===== config.mk =====
export PLATFORM = sky130hd
export DESIGN_NAME = multi_mode_timer
export DESIGN_NICKNAME = d
export VERILOG_FILES = /design/src/rtl/multi_mode_timer.sv
export SDC_FILE = /design/constraint.sdc
export NUM_CORES = 1
export LEC_CHECK = 0
export BUFFER_PORTS_ARGS = -buffer_cell sky130_fd_sc_hd__buf_2
export CAP_MARGIN = 20
export CORE_UTILIZATION = 34
export DETAILED_ROUTE_END_ITERATION = 16
export GPL_ROUTABILITY_DRIVEN = 0
export SETUP_SLACK_MARGIN = 0.05
export SLEW_MARGIN = 10
export SYNTH_ARGS = -nofsm -noshare
export SYNTH_HDL_FRONTEND = slang
export SYNTH_SLANG_ARGS = --single-unit

===== constraint.sdc =====
create_clock -name clk -period 6.6 [get_ports clk]
set_clock_uncertainty 0.05 [all_clocks]
set_input_delay 0.99 -clock clk [delete_from_list [all_inputs] [get_ports clk]]
set_output_delay 0.99 -clock clk [all_outputs]
set_load 0.03 [all_outputs]

===== src/rtl/multi_mode_timer.sv =====
// rtl/multi_mode_timer.sv - programmable one-shot/periodic cycle timer with pause and overflow counter
module multi_mode_timer #(
    parameter int CNT_W          = 26,
    parameter int DEFAULT_PERIOD = 50_000_000,
    parameter int OVF_W          = 8
) (
    input  logic             clk,
    input  logic             reset,
    input  logic             start,
    input  logic             stop,
    input  logic             enable,
    input  logic             oneshot,
    input  logic             period_load,
    input  logic [CNT_W-1:0] period_in,
    output logic             ovflw,
    output logic [CNT_W-1:0] count,
    output logic [OVF_W-1:0] ovf_cnt,
    output logic             busy,
    output logic             done,
    output logic             load_err
);

    typedef enum logic [1:0] {
        ST_IDLE  = 2'd0,
        ST_COUNT = 2'd1,
        ST_PAUSE = 2'd2,
        ST_DONE  = 2'd3
    } state_t;

    state_t           state_q, state_d;
    logic [CNT_W-1:0] count_q, count_d;
    logic [CNT_W-1:0] period_q, period_d;
    logic [OVF_W-1:0] ovf_cnt_q, ovf_cnt_d;
    logic             mode_q, mode_d;
    logic             ovflw_q, ovflw_d;
    logic             load_err_q, load_err_d;

    always_ff @(posedge clk) begin
        if (reset) begin
            state_q    <= ST_IDLE;
            count_q    <= '0;
            period_q   <= CNT_W'(DEFAULT_PERIOD);
            ovf_cnt_q  <= '0;
            mode_q     <= 1'b0;
            ovflw_q    <= 1'b0;
            load_err_q <= 1'b0;
        end else begin
            state_q    <= state_d;
            count_q    <= count_d;
            period_q   <= period_d;
            ovf_cnt_q  <= ovf_cnt_d;
            mode_q     <= mode_d;
            ovflw_q    <= ovflw_d;
            load_err_q <= load_err_d;
        end
    end

    always_comb begin
        state_d    = state_q;
        count_d    = count_q;
        period_d   = period_q;
        ovf_cnt_d  = ovf_cnt_q;
        mode_d     = mode_q;
        ovflw_d    = 1'b0;
        load_err_d = 1'b0;

        if (stop) begin
            state_d    = ST_IDLE;
            count_d    = '0;
            load_err_d = period_load;
        end else if (start) begin
            // A coincident period_load loses to start and is reported as rejected
            count_d    = '0;
            ovf_cnt_d  = '0;
            mode_d     = oneshot;
            state_d    = enable ? ST_COUNT : ST_PAUSE;
            load_err_d = period_load;
        end else begin
            if (period_load) begin
                if (state_q == ST_IDLE || state_q == ST_DONE) begin
                    period_d = (period_in == '0) ? CNT_W'(1) : period_in;
                end else begin
                    load_err_d = 1'b1;
                end
            end

            case (state_q)
                ST_COUNT: begin
                    if (!enable) begin
                        state_d = ST_PAUSE;
                    end else if (count_q == period_q - CNT_W'(1)) begin
                        count_d   = '0;
                        ovflw_d   = 1'b1;
                        ovf_cnt_d = ovf_cnt_q + OVF_W'(1);
                        if (mode_q) state_d = ST_DONE;
                    end else begin
                        count_d = count_q + CNT_W'(1);
                    end
                end
                ST_PAUSE: begin
                    if (enable) state_d = ST_COUNT;
                end
                default: ;
            endcase
        end
    end

    assign ovflw    = ovflw_q;
    assign count    = count_q;
    assign ovf_cnt  = ovf_cnt_q;
    assign busy     = (state_q == ST_COUNT) || (state_q == ST_PAUSE);
    assign done     = (state_q == ST_DONE);
    assign load_err = load_err_q;

endmodule

==> summary.log, run 1 <==
qor: status.outcome complete, no violations
qor: global_route.grt_pass1_wl 18.3 mm
qor: place.dp_cells 693
qor: power.cellPowerDensity 217 nW/µm²
qor: worst_setup_path.regToRegSetupSlack 2.77 ns
qor: worst_setup_path.timing.critical_path.required 6.73 ns
qor: global_route.grt_max_degree 42
qor: cells_and_area.proportion_of_layout_cells_with_a_drive_suffix_above_1 0.194
qor: sta.report.final.slew_viol_count 0
qor: sta.final.hold.worst_slack 0.441 ns
qor: cts.tritoncts.num_buffers 9
qor: cts.numClockSinks 65
qor: synthesis.synth_net_count 545
qor: floorplan.die_area 12,300 µm²
qor: sta.worstMarginPinSlew 0.865 ns
qor: synthesis.ys_top_cells_by_area sky130_fd_sc_hd__dfxtp_1, sky130_fd_sc_hd__nand2_1, sky130_fd_sc_hd__xor2_1
qor: synthesis.ys_seq_elements 65
qor: cells_and_area.final_nets 601
qor: sta.final.min_clock_period 3.83 ns
qor: worst_setup_path.r2r-start period_q[0]
qor: cells_and_area.area_growth 18.9%
qor: cts.cts_setup_buffers 0
qor: cts.hold_buffers 0
qor: synthesis.syn_area 4020 µm²
qor: sta.grt_setup_unrepaired false
qor: drt.detailroute.via_count 3,905
qor: worst_setup_path.worstSetupEndpointType flip-flop
qor: cts.ctsRootBufferMaster sky130_fd_sc_hd__clkbuf_16
qor: floorplan.fp-row-count 39
qor: drt.first_iter_violations 206
qor: synthesis.post-synth-top-area-fraction 0.323
qor: sta.finish_stage_setup_viols 0
qor: power.power_leakage 1.80 nW
qor: sta.setup_tns 0 ns
qor: cells_and_area.filler_cell_count 1,151
qor: cells_and_area.multi_input_area 2550 µm²
qor: cts.clk_latency 0.34 ns
qor: synthesis.synthArstFlopShare 0
qor: global_route.grt_pass1_vias 3,611
qor: drt.route.antenna.remaining_nets 0
qor: synthesis.synth_top_cell_by_area sky130_fd_sc_hd__dfxtp_1
qor: worst_setup_path.arrival 3.97 ns
qor: cts.postCtsResizedCells 0
qor: synthesis.synth_enable_flop_cells 0
qor: synthesis.postSynthAreaPerCell 7.95 µm²
qor: drt.post_drt_wl_per_cell 15.5 µm
qor: sta.max_clock_freq 261 MHz
qor: floorplan.initial_core_util 0.351
qor: drt.drt_first_pass_iters 5
qor: place.dp_hpwl 8.20 mm
qor: synthesis.yosysWarningCount 0
qor: synthesis.post_synth_most_frequent_cells sky130_fd_sc_hd__nand2_1, sky130_fd_sc_hd__dfxtp_1, sky130_fd_sc_hd__nor2_1
qor: synthesis.yosys.cell_types.count 65
qor: cts.tritoncts_clock_tree yes
qor: drt.wirelength 11.0 mm
qor: sta.timing.final.crit_share 0.581
qor: cts.clk_pin_slew_worst_paths 0.06 ns
qor: cells_and_area.layoutNonFillerInstCount 710
qor: synthesis.syn-instance-count 506
qor: worst_hold_path.worst_hold_path.endpoint period_q[25]
qor: global_route.gr_usage_total 0.181
qor: synthesis.synth_sequential_area_ratio 0.323
qor: worst_hold_path.timing.hold.worst_path_depth 2
qor: synthesis.most_repeated_cell_in_the_gate_level_netlist_after_synthesis sky130_fd_sc_hd__nand2_1
qor: worst_setup_path.capture_instance_of_the_worst_register_to_register_path count[15]
qor: worst_setup_path.crit_path_start_kind flip-flop
qor: power.vdd_ir_drop_max 121 µV
qor: global_route.overflow 0
qor: sta.final-hold-violation-count 0
qor: floorplan.vertical_die_dimension 111 µm
qor: floorplan.placeableCoreArea 11,500 µm²
qor: worst_setup_path.r2r_cells 10
qor: cts.cts_max_path_buffers 2
qor: cells_and_area.sequential_cell_area 1300 µm²
qor: drt.drc 0
qor: worst_hold_path.min_from period_q[25]
qor: cells_and_area.antennaDiodeCount 0
qor: sta.slew_headroom 0.423
qor: worst_setup_path.timing.setup.critical_path_class reg2reg
qor: cts.cts-htree-levels 3
qor: drt.routed_via_density 5.50
qor: floorplan.io_pins 71
qor: global_route.grt_antenna_before_repair 0
qor: synthesis.synthFlopType sky130_fd_sc_hd__dfxtp_1
qor: worst_setup_path.crit_fanout 25
qor: place.numPortBuffers 70
qor: worst_hold_path.min_path_type reg2reg
qor: floorplan.die-width 111 µm
qor: flow_run.max-cap-violations 0
[report_power, final]
part | switching, mW | internal, mW | leakage, nW
Sequential | 0.0140 | 0.401 | 0.527
Clock | 0.184 | 0.342 | 0.159
Combinational | 0.0572 | 0.0392 | 1.11
Total | 0.255 | 0.782 | 1.80
[sequential cells by signal (all words and copies together), names as in the netlist]
register	flops
count	26
load_err	1
mode_q	1
ovf_cnt	8
ovflw	1
period_q	26
state_q	2
[per-layer routing]
layer | up-vias | part of all wire | wire length [µm] | global-route usage
li1 | 1931 | - | - | -
met1 | 1836 | 0.50 | 5480 | 0.256
met2 | 125 | 0.44 | 4810 | 0.276
met3 | 13 | 0.050 | 553 | 0.0328
met4 | 0 | 0.013 | 144 | 0.0622
met5 | - | 0 | 0 | 0
[worst max-delay path, stage by stage (launching register included)]
cell	delay, ns
sky130_fd_sc_hd__dfxtp_1	0.35
sky130_fd_sc_hd__inv_1	0.10
sky130_fd_sc_hd__ha_1	0.37
sky130_fd_sc_hd__nor4b_2	0.60
sky130_fd_sc_hd__nand4_1	0.28
sky130_fd_sc_hd__or4_4	0.54
sky130_fd_sc_hd__a21oi_2	0.18
sky130_fd_sc_hd__o21a_4	0.18
sky130_fd_sc_hd__nand4_4	0.21
sky130_fd_sc_hd__nand2_1	0.67
sky130_fd_sc_hd__nor2_1	0.11
[final cells by class]
type,instances,area share
clock buffer,10,0.0500
clock inverter,6,0.0188
inverter,16,0.0126
multi-input combinational,399,0.533
sequential,65,0.272
tap,143,0.0374
timing repair buffer,71,0.0764
[worst max-delay path by stage]
stage	start	end	slack, ns	cells after the start
after floorplan	period_q[0]	ovf_cnt[2]	3.42	12
after global placement	period_q[0]	count[25]	2.98	10
after detailed placement	period_q[0]	count[15]	2.78	10
after CTS	period_q[0]	count[15]	2.76	10
after global routing	period_q[0]	count[8]	2.37	10
final	period_q[0]	count[15]	2.77	10
[cell usage in the layout (no fill, tap or decap), drive strengths merged, types with 3 or more instances in the layout]
cell | Yosys | layout
or2 | 6 | 6
ha | 6 | 6
o21ai | 7 | 7
or4b | 5 | 5
dfxtp | 65 | 65
o211ai | 8 | 8
and3 | 6 | 6
xor2 | 28 | 28
nor3 | 13 | 13
clkinv | 1 | 3
or3 | 6 | 6
nand2 | 81 | 81
nor2 | 50 | 50
xnor2 | 25 | 25
a211oi | 5 | 5
or4 | 11 | 11
nand3b | 18 | 18
o311ai | 4 | 4
nor4 | 16 | 16
inv | 15 | 16
and4 | 4 | 4
a31oi | 10 | 10
buf | 9 | 71
o21a | 5 | 5
clkbuf | 17 | 10
nand3 | 18 | 18
nand4 | 12 | 12
nor2b | 3 | 3
a21oi | 22 | 22
[cells by family (layout without fill, tap and decap cells)]
kind of cell,Yosys count,count (layout),synth area share
AOI/OAI and AO/OA,80,80,0.140
DFF,65,65,0.323
adders and majority gates,6,6,0.0187
and+or+nand+nor,258,258,0.351
buffers and inverters,42,103,0.0432
xor gates and xnor gates,54,54,0.121
muxes,1,1,0.00280
[stage by stage]
stage,power (mW),utilization,worst slack (ns),instance area [µm²]
2_1_floorplan,0.486,-,3.42,4020
3_3_place_gp,0.515,0.387,2.98,4440
3_5_place_dp,0.517,0.387,2.78,4440
4_1_cts,1.04,0.416,2.76,4770
5_1_grt,1.07,0.417,2.37,4780
6_report,1.04,0.417,2.77,4780
(Power assumes the default switching activity.)
==> run 2, diff against run 1 <==
clock period = 3.65 ns   (was 6.6 ns; I/O delays follow)
==> run 2 against run 1 <==
Compared with the run above:
- die area unchanged
- final cell count up 0.56%
- cell area rose by 0.73%
- power up 82%
- global-route usage is 0.055 points higher
- fmax grew 14%
- core utilization rose by 0.31 points
- worst setup slack worse by 2.5 ns
- non-clock buffer count up 4
- clock-buffer cell count increased by 2
- sequential power increased by 80%
- first-iteration DRC count fell by 10%
==> summary.log, run 2 (synthesis results as in run 1) <==
qor: worst_hold_path.min_from period_in[17]
qor: worst_setup_path.r2r-start period_q[0]
qor: cts.tritoncts_clock_tree yes
qor: worst_hold_path.worst_hold_path.endpoint period_q[17]
qor: cts.clk_pin_slew_worst_paths 0.06 ns [about the same]
qor: worst_hold_path.timing.hold.worst_path_depth 3 [+1]
qor: cts.clk_latency 0.33 ns [about the same]
qor: worst_setup_path.crit_path_start_kind flip-flop
qor: worst_setup_path.crit_fanout 15 [-40%]
qor: sta.final.hold.worst_slack 0.388 ns [-0.0528 ns]
qor: power.intPower 1.43 mW [+83%]
qor: drt.drc 0 [unchanged]
qor: global_route.overflow 0 [unchanged]
qor: flow_run.max-cap-violations 0 [unchanged]
qor: worst_hold_path.min_path_type in2reg
qor: power.share_clk_of_total_power 0.507 [about the same]
qor: power.switching_share 0.239 [-0.00678]
qor: global_route.gr_usage_total 0.182 [+0.000552]
qor: floorplan.vertical_die_dimension 111 µm [unchanged]
qor: worst_setup_path.timing.critical_path.required 3.86 ns [-2.87 ns]
qor: global_route.grt_max_degree 42 [unchanged]
qor: cells_and_area.mostFrequentLayoutCells sky130_fd_sc_hd__nand2_1, sky130_fd_sc_hd__buf_2, sky130_fd_sc_hd__dfxtp_1
qor: cells_and_area.filler_cell_count 1,161 [+0.87%]
qor: worst_setup_path.worstSetupEndpointType flip-flop
qor: cells_and_area.layoutNonFillerInstCount 714 [+0.56%]
qor: cells_and_area.area_growth 19.7%
qor: place.numPortBuffers 70 [unchanged]
qor: floorplan.fp-row-count 39 [unchanged]
qor: power.vdd_ir_drop_max 183 µV [+51%]
qor: sta.setup_tns 0 ns [unchanged]
qor: sta.setup_ws 0.292 ns [-2.47 ns]
qor: sta.report.final.slew_viol_count 0 [unchanged]
qor: cells_and_area.antennaDiodeCount 0 [unchanged]
qor: worst_setup_path.r2r_cells 10 [unchanged]
qor: sta.grt_setup_unrepaired false
qor: worst_setup_path.capture_instance_of_the_worst_register_to_register_path ovf_cnt[7]
qor: cts.cts-htree-levels 3 [unchanged]
qor: global_route.grt_pass1_wl 18.2 mm [-0.91%]
qor: sta.worstMarginPinSlew 0.763 ns [-0.102 ns]
qor: sta.timing.final.crit_share 0.920 [+0.339]
qor: sta.final-hold-violation-count 0 [unchanged]
qor: place.postPlaceCellArea 4470 µm² [+0.68%]
qor: power.power_leakage 1.81 nW [+0.81%]
qor: status.outcome complete, no violations
qor: power.power.combinational.fraction 0.095 [+0.002]
qor: place.dp_hpwl 8.25 mm [+0.61%]
qor: worst_setup_path.critPathMaxStageDelay 0.59 ns [-0.08 ns]
qor: sta.final.min_clock_period 3.36 ns [-0.475 ns]
qor: drt.drt_first_pass_iters 4 [-1]
qor: drt.first_iter_violations 185 [-10%]
qor: floorplan.io_pins 71 [unchanged]
qor: drt.post_drt_wl_per_cell 15.3 µm [-0.90%]
qor: drt.routed_via_density 5.42 [-1.4%]
qor: sta.finish_stage_setup_viols 0 [unchanged]
qor: cells_and_area.final_cell_area 4820 µm² [+0.73%]
qor: drt.detailroute.via_count 3,871 [-0.87%]
qor: cts.cts_max_path_buffers 2 [unchanged]
qor: global_route.grt_antenna_before_repair 0 [unchanged]
qor: power.switching_power 0.450 mW [+77%]
qor: drt.route.antenna.remaining_nets 0 [unchanged]
qor: power.sequentialPowerShare 0.397 [-0.003]
qor: global_route.grt_pass1_vias 3,553 [-1.6%]
qor: cells_and_area.layout_commonest_cell sky130_fd_sc_hd__nand2_1
qor: cts.hold_buffers 0 [unchanged]
qor: cts.tritoncts.num_buffers 9 [unchanged]
qor: place.dp_cells 697 [+0.58%]
qor: drt.wirelength 11.0 mm [-0.34%]
qor: floorplan.die_area 12,300 µm² [unchanged]
qor: floorplan.placeableCoreArea 11,500 µm² [unchanged]
qor: sta.max_clock_freq 298 MHz [+14%]
qor: power.cellPowerDensity 391 nW/µm² [+80%]
qor: cells_and_area.final_nets 605 [+0.67%]
qor: floorplan.die-width 111 µm [unchanged]
qor: place.place_worst_setup_slack 0.248 ns [-2.53 ns]
qor: worst_setup_path.timing.critical_path.mode_cell sky130_fd_sc_hd__or4b_1
qor: worst_setup_path.cells_along_the_critical_path inv_1 > ha_2 > or4b_1 > nor4_1 > xnor2_1 > nand3_1 > nor4_4 > nand4_4 > or4b_1 > a31oi_1
qor: sta.slew_headroom 0.491 [+0.0679]
qor: worst_setup_path.timing.setup.critical_path_class reg2reg
qor: worst_setup_path.regToRegSetupSlack 0.29 ns [-2.47 ns]
qor: floorplan.initial_core_util 0.351 [unchanged]
qor: cts.numClockSinks 65 [unchanged]
qor: worst_setup_path.crit_path_top_delay_cell sky130_fd_sc_hd__or4b_1
qor: worst_setup_path.arrival 3.57 ns [-0.40 ns]
qor: cells_and_area.proportion_of_layout_cells_with_a_drive_suffix_above_1 0.200 [+0.00565]
qor: cts.ctsRootBufferMaster sky130_fd_sc_hd__clkbuf_16
[run 2: stage by stage]
step                total power [mW]  utilization
floorplan                      0.878            -
global placement               0.936        0.390
detailed placement             0.939        0.390
CTS                             1.90        0.419
global route                    1.95        0.420
finish                          1.88        0.420
[run 2: per-layer routing]
metal,vias up,track usage,share of wire,routed length [µm]
met2,135,0.269,0.43,4710
met3,15,0.0295,0.068,744
li1,1940,-,-,-
met5,-,0,0,0
met4,0,0.0773,0.014,149
met1,1781,0.259,0.49,5350
[run 2: timing repair]
item / 4_1_cts / 5_1_grt
setup buffers: 0 / 0
setup endpoints to repair: 0 / 4
gates resized for setup: 0 / 1
[run 2: power groups by stage]
stage,logic (mW),clock network [mW],registers (mW)
CTS,0.176,0.972,0.748
detailed placement,0.175,0,0.764
floorplan,0.124,0,0.754
global route,0.197,1.01,0.751
finish,0.179,0.956,0.749
global placement,0.173,0,0.763
[run 2: worst max-delay path: cells and delay by family (launching register included)]
kind,cells,cell delay [ns]
compound gates,1,0.17
xor+xnor,1,0.18
flops,1,0.35
buf+inv,1,0.10
simple gates,6,2.14
fa+ha+maj,1,0.29
[run 2: worst max-delay path by stage]
stage	from	to	slack (ns)	cells past startpoint
6_report	period_q[0]	ovf_cnt[7]	0.29	10
3_5_place_dp	period_q[0]	ovf_cnt[7]	0.25	10
5_1_grt	period_q[0]	ovf_cnt[7]	0.13	10
3_3_place_gp	period_q[0]	ovf_cnt[7]	0.38	10
4_1_cts	period_q[0]	ovf_cnt[7]	0.24	10
2_1_floorplan	period_q[0]	ovf_cnt[2]	0.47	12
[run 2: layout make-up]
class                      instances  area [µm²]  share of cell area
clock buffer                      12         256              0.0532
tap                              143         179              0.0371
timing repair buffer              75         395              0.0821
sequential                        65        1300               0.270
clock inverter                     4        75.1              0.0156
inverter                          16        60.1              0.0125
multi-input combinational        399        2550               0.529
==> run 3, diff against run 2 <==
CORE_MARGIN = 1.5   (was default)
==> run 3 against run 2 <==
Compared with the run above:
- final cell count unchanged
- die area increased by 1.8%
- core utilization decreased by 0.20 points
- sequential cell count unchanged
- register-to-register slack improved by 0.06 ns
- clock-buffer cell count unchanged
- clock power decreased by 6.2%
- critical endpoint is now ovf_cnt[6]
- combinational power about the same
- global-route usage decreased by 0.19 points
- worst setup slack improved by 0.057 ns
==> summary.log, run 3 (synthesis results as in run 1) <==
qor: floorplan.die_area 12,500 µm² [+1.8%]
qor: worst_hold_path.worst_hold_path.endpoint period_q[19]
qor: worst_setup_path.cells_along_the_critical_path inv_1 > ha_2 > or4b_1 > nor4_1 > xnor2_1 > nand3_1 > nor4_4 > nand4_4 > or4b_1 > a31oi_1
qor: worst_setup_path.arrival 3.51 ns [-0.06 ns]
qor: worst_setup_path.worstSetupEndpointType flip-flop
qor: sta.final-hold-violation-count 0 [unchanged]
qor: cells_and_area.fin_util 0.418 [-0.00196]
qor: power.power_leakage 1.81 nW [-0.41%]
qor: drt.routed_via_density 5.51 [+1.6%]
qor: cells_and_area.proportion_of_layout_cells_with_a_drive_suffix_above_1 0.201 [+0.00175]
qor: worst_setup_path.r2r_cells 10 [unchanged]
qor: cells_and_area.antennaDiodeCount 0 [unchanged]
qor: worst_setup_path.crit_fanout 15 [unchanged]
qor: cts.tritoncts_clock_tree yes
qor: cells_and_area.mostFrequentLayoutCells sky130_fd_sc_hd__nand2_1, sky130_fd_sc_hd__buf_2, sky130_fd_sc_hd__dfxtp_1
qor: drt.wirelength 11.0 mm [+0.25%]
qor: floorplan.initial_core_util 0.351 [unchanged]
qor: global_route.grt_max_degree 42 [unchanged]
qor: worst_setup_path.critPathMaxStageDelay 0.57 ns [-0.02 ns]
qor: drt.drt_first_pass_iters 6 [+2]
qor: sta.max_clock_freq 303 MHz [+1.7%]
qor: sta.setup_tns 0 ns [unchanged]
qor: status.outcome complete, no violations
qor: worst_setup_path.critPathTopFamily simple AND/OR/NAND/NOR gates
qor: cts.cts_max_path_buffers 2 [unchanged]
qor: cts.ctsRootBufferMaster sky130_fd_sc_hd__clkbuf_16
qor: power.cellPowerDensity 380 nW/µm² [-2.7%]
qor: cells_and_area.layout_commonest_cell sky130_fd_sc_hd__nand2_1
qor: global_route.overflow 0 [unchanged]
qor: cts.numClockSinks 65 [unchanged]
qor: global_route.grt_pass1_vias 3,649 [+2.7%]
qor: worst_hold_path.min_path_type in2reg
qor: worst_setup_path.crit_path_top_delay_cell sky130_fd_sc_hd__or4b_1
qor: worst_setup_path.crit_path_start_kind flip-flop
qor: cts.tritoncts.num_buffers 9 [unchanged]
qor: cts.cts-htree-levels 3 [unchanged]
qor: flow_run.max-cap-violations 0 [unchanged]
qor: worst_setup_path.capture_instance_of_the_worst_register_to_register_path ovf_cnt[6]
qor: drt.route.antenna.remaining_nets 0 [unchanged]
qor: drt.post_drt_wl_per_cell 15.4 µm [+0.25%]
qor: worst_setup_path.timing.critical_path.mode_cell sky130_fd_sc_hd__or4b_1
qor: global_route.grt_pass1_wl 18.3 mm [+0.57%]
qor: worst_setup_path.timing.critical_path.required 3.86 ns [about the same]
qor: floorplan.fp-row-count 39 [unchanged]
qor: cts.clk_pin_slew_worst_paths 0.06 ns [about the same]
qor: cells_and_area.area_growth 19.2%
qor: drt.detailroute.via_count 3,934 [+1.6%]
qor: worst_setup_path.startpoint period_q[0]
qor: worst_setup_path.r2r-start period_q[0]
qor: worst_hold_path.min_from period_in[19]
qor: floorplan.placeableCoreArea 11,500 µm² [unchanged]
qor: cells_and_area.final_nets 605 [unchanged]
qor: cts.clk_latency 0.33 ns [about the same]
qor: global_route.grt_antenna_before_repair 0 [unchanged]
qor: worst_hold_path.timing.hold.worst_path_depth 3 [unchanged]
qor: drt.drc 0 [unchanged]
qor: worst_setup_path.timing.setup.critical_path_class reg2reg
qor: worst_setup_path.worst-path-buf-inv 1 [unchanged]
qor: sta.report.final.slew_viol_count 0 [unchanged]
qor: sta.finish_stage_setup_viols 0 [unchanged]
qor: place.dp_hpwl 8.41 mm [+1.9%]
qor: floorplan.vertical_die_dimension 112 µm [+0.90%]
qor: sta.slew_headroom 0.471 [-0.0197]
qor: sta.timing.final.crit_share 0.904 [-0.0157]
qor: floorplan.die-width 112 µm [+0.90%]
qor: cells_and_area.filler_cell_count 1,167 [+0.52%]
qor: place.numPortBuffers 70 [unchanged]
qor: drt.first_iter_violations 178 [-3.8%]
qor: sta.final.min_clock_period 3.30 ns [-0.0572 ns]
qor: floorplan.io_pins 71 [unchanged]
qor: sta.worstMarginPinSlew 0.793 ns [+0.0296 ns]
qor: worst_setup_path.regToRegSetupSlack 0.35 ns [+0.06 ns]
qor: global_route.gr_usage_total 0.180 [-0.00188]
qor: cts.cts_setup_buffers 0 [unchanged]
qor: power.vdd_ir_drop_max 172 µV [-5.8%]
qor: sta.grt_setup_unrepaired false
[run 3: cell count changes in the layout (fill, tap and decap cells not counted), sizes merged]
cell,delta
bufinv,-1
clkinv,+1
[run 3: how the worst max path moves through the flow]
stage            endpoint  slack, ns  cells past startpoint
2_1_floorplan  ovf_cnt[2]       0.47                     12
3_3_place_gp   ovf_cnt[7]       0.38                     10
3_5_place_dp   ovf_cnt[7]       0.30                     10
4_1_cts        ovf_cnt[6]       0.28                     10
5_1_grt        ovf_cnt[5]       0.06                     10
6_report       ovf_cnt[6]       0.35                     10
[run 3: routing by layer]
layer	routed length, µm	GRT usage	vias to the layer above
met5	0	0	-
met4	182	0.0549	0
met3	725	0.0392	18
met1	5330	0.254	1819
li1	-	-	1945
met2	4750	0.274	152
[run 3: what timing repair did]
item                                   CTS  global route
setup endpoints to repair                0             6
hold buffers                             0             0
endpoints found under the hold margin    0             0
gates resized for setup                  0             1
[run 3: layout make-up]
class / count / area (µm²) / share of cell area
Multi-Input combinational cell: 399 / 2550 / 0.532
Clock buffer: 12 / 267 / 0.0556
Timing Repair Buffer: 75 / 388 / 0.0809
Inverter: 16 / 60.1 / 0.0125
Tap cell: 143 / 179 / 0.0373
Clock inverter: 4 / 50.0 / 0.0104
Sequential cell: 65 / 1300 / 0.271
[run 3: metrics by stage]
stage          power [mW]  std cells  setup slack [ns]  instance area (µm²)  hold WS [ns]
5_1_grt              1.91        714            0.0639                 4800         0.399
3_5_place_dp        0.940        698             0.296                 4480         0.437
3_3_place_gp        0.937        698             0.378                 4480         0.431
6_report             1.82        714             0.349                 4800         0.399
4_1_cts              1.84        714             0.281                 4790         0.388
2_1_floorplan       0.878        506             0.474                 4020         0.409
[run 3: power breakdown]
part / switching, mW / total, mW / internal (mW)
sequential: 0.0245 / 0.749 / 0.725
combinational: 0.105 / 0.178 / 0.0736
clock: 0.314 / 0.897 / 0.583
[run 3: worst reg2reg max path, stage by stage, from the launching register on]
cell and delay [ns]:
sky130_fd_sc_hd__dfxtp_1 0.35, sky130_fd_sc_hd__inv_1 0.11, sky130_fd_sc_hd__ha_2 0.29, sky130_fd_sc_hd__or4b_1 0.53
sky130_fd_sc_hd__nor4_1 0.27, sky130_fd_sc_hd__xnor2_1 0.18, sky130_fd_sc_hd__nand3_1 0.15, sky130_fd_sc_hd__nor4_4 0.32
sky130_fd_sc_hd__nand4_4 0.25, sky130_fd_sc_hd__or4b_1 0.57, sky130_fd_sc_hd__a31oi_1 0.16
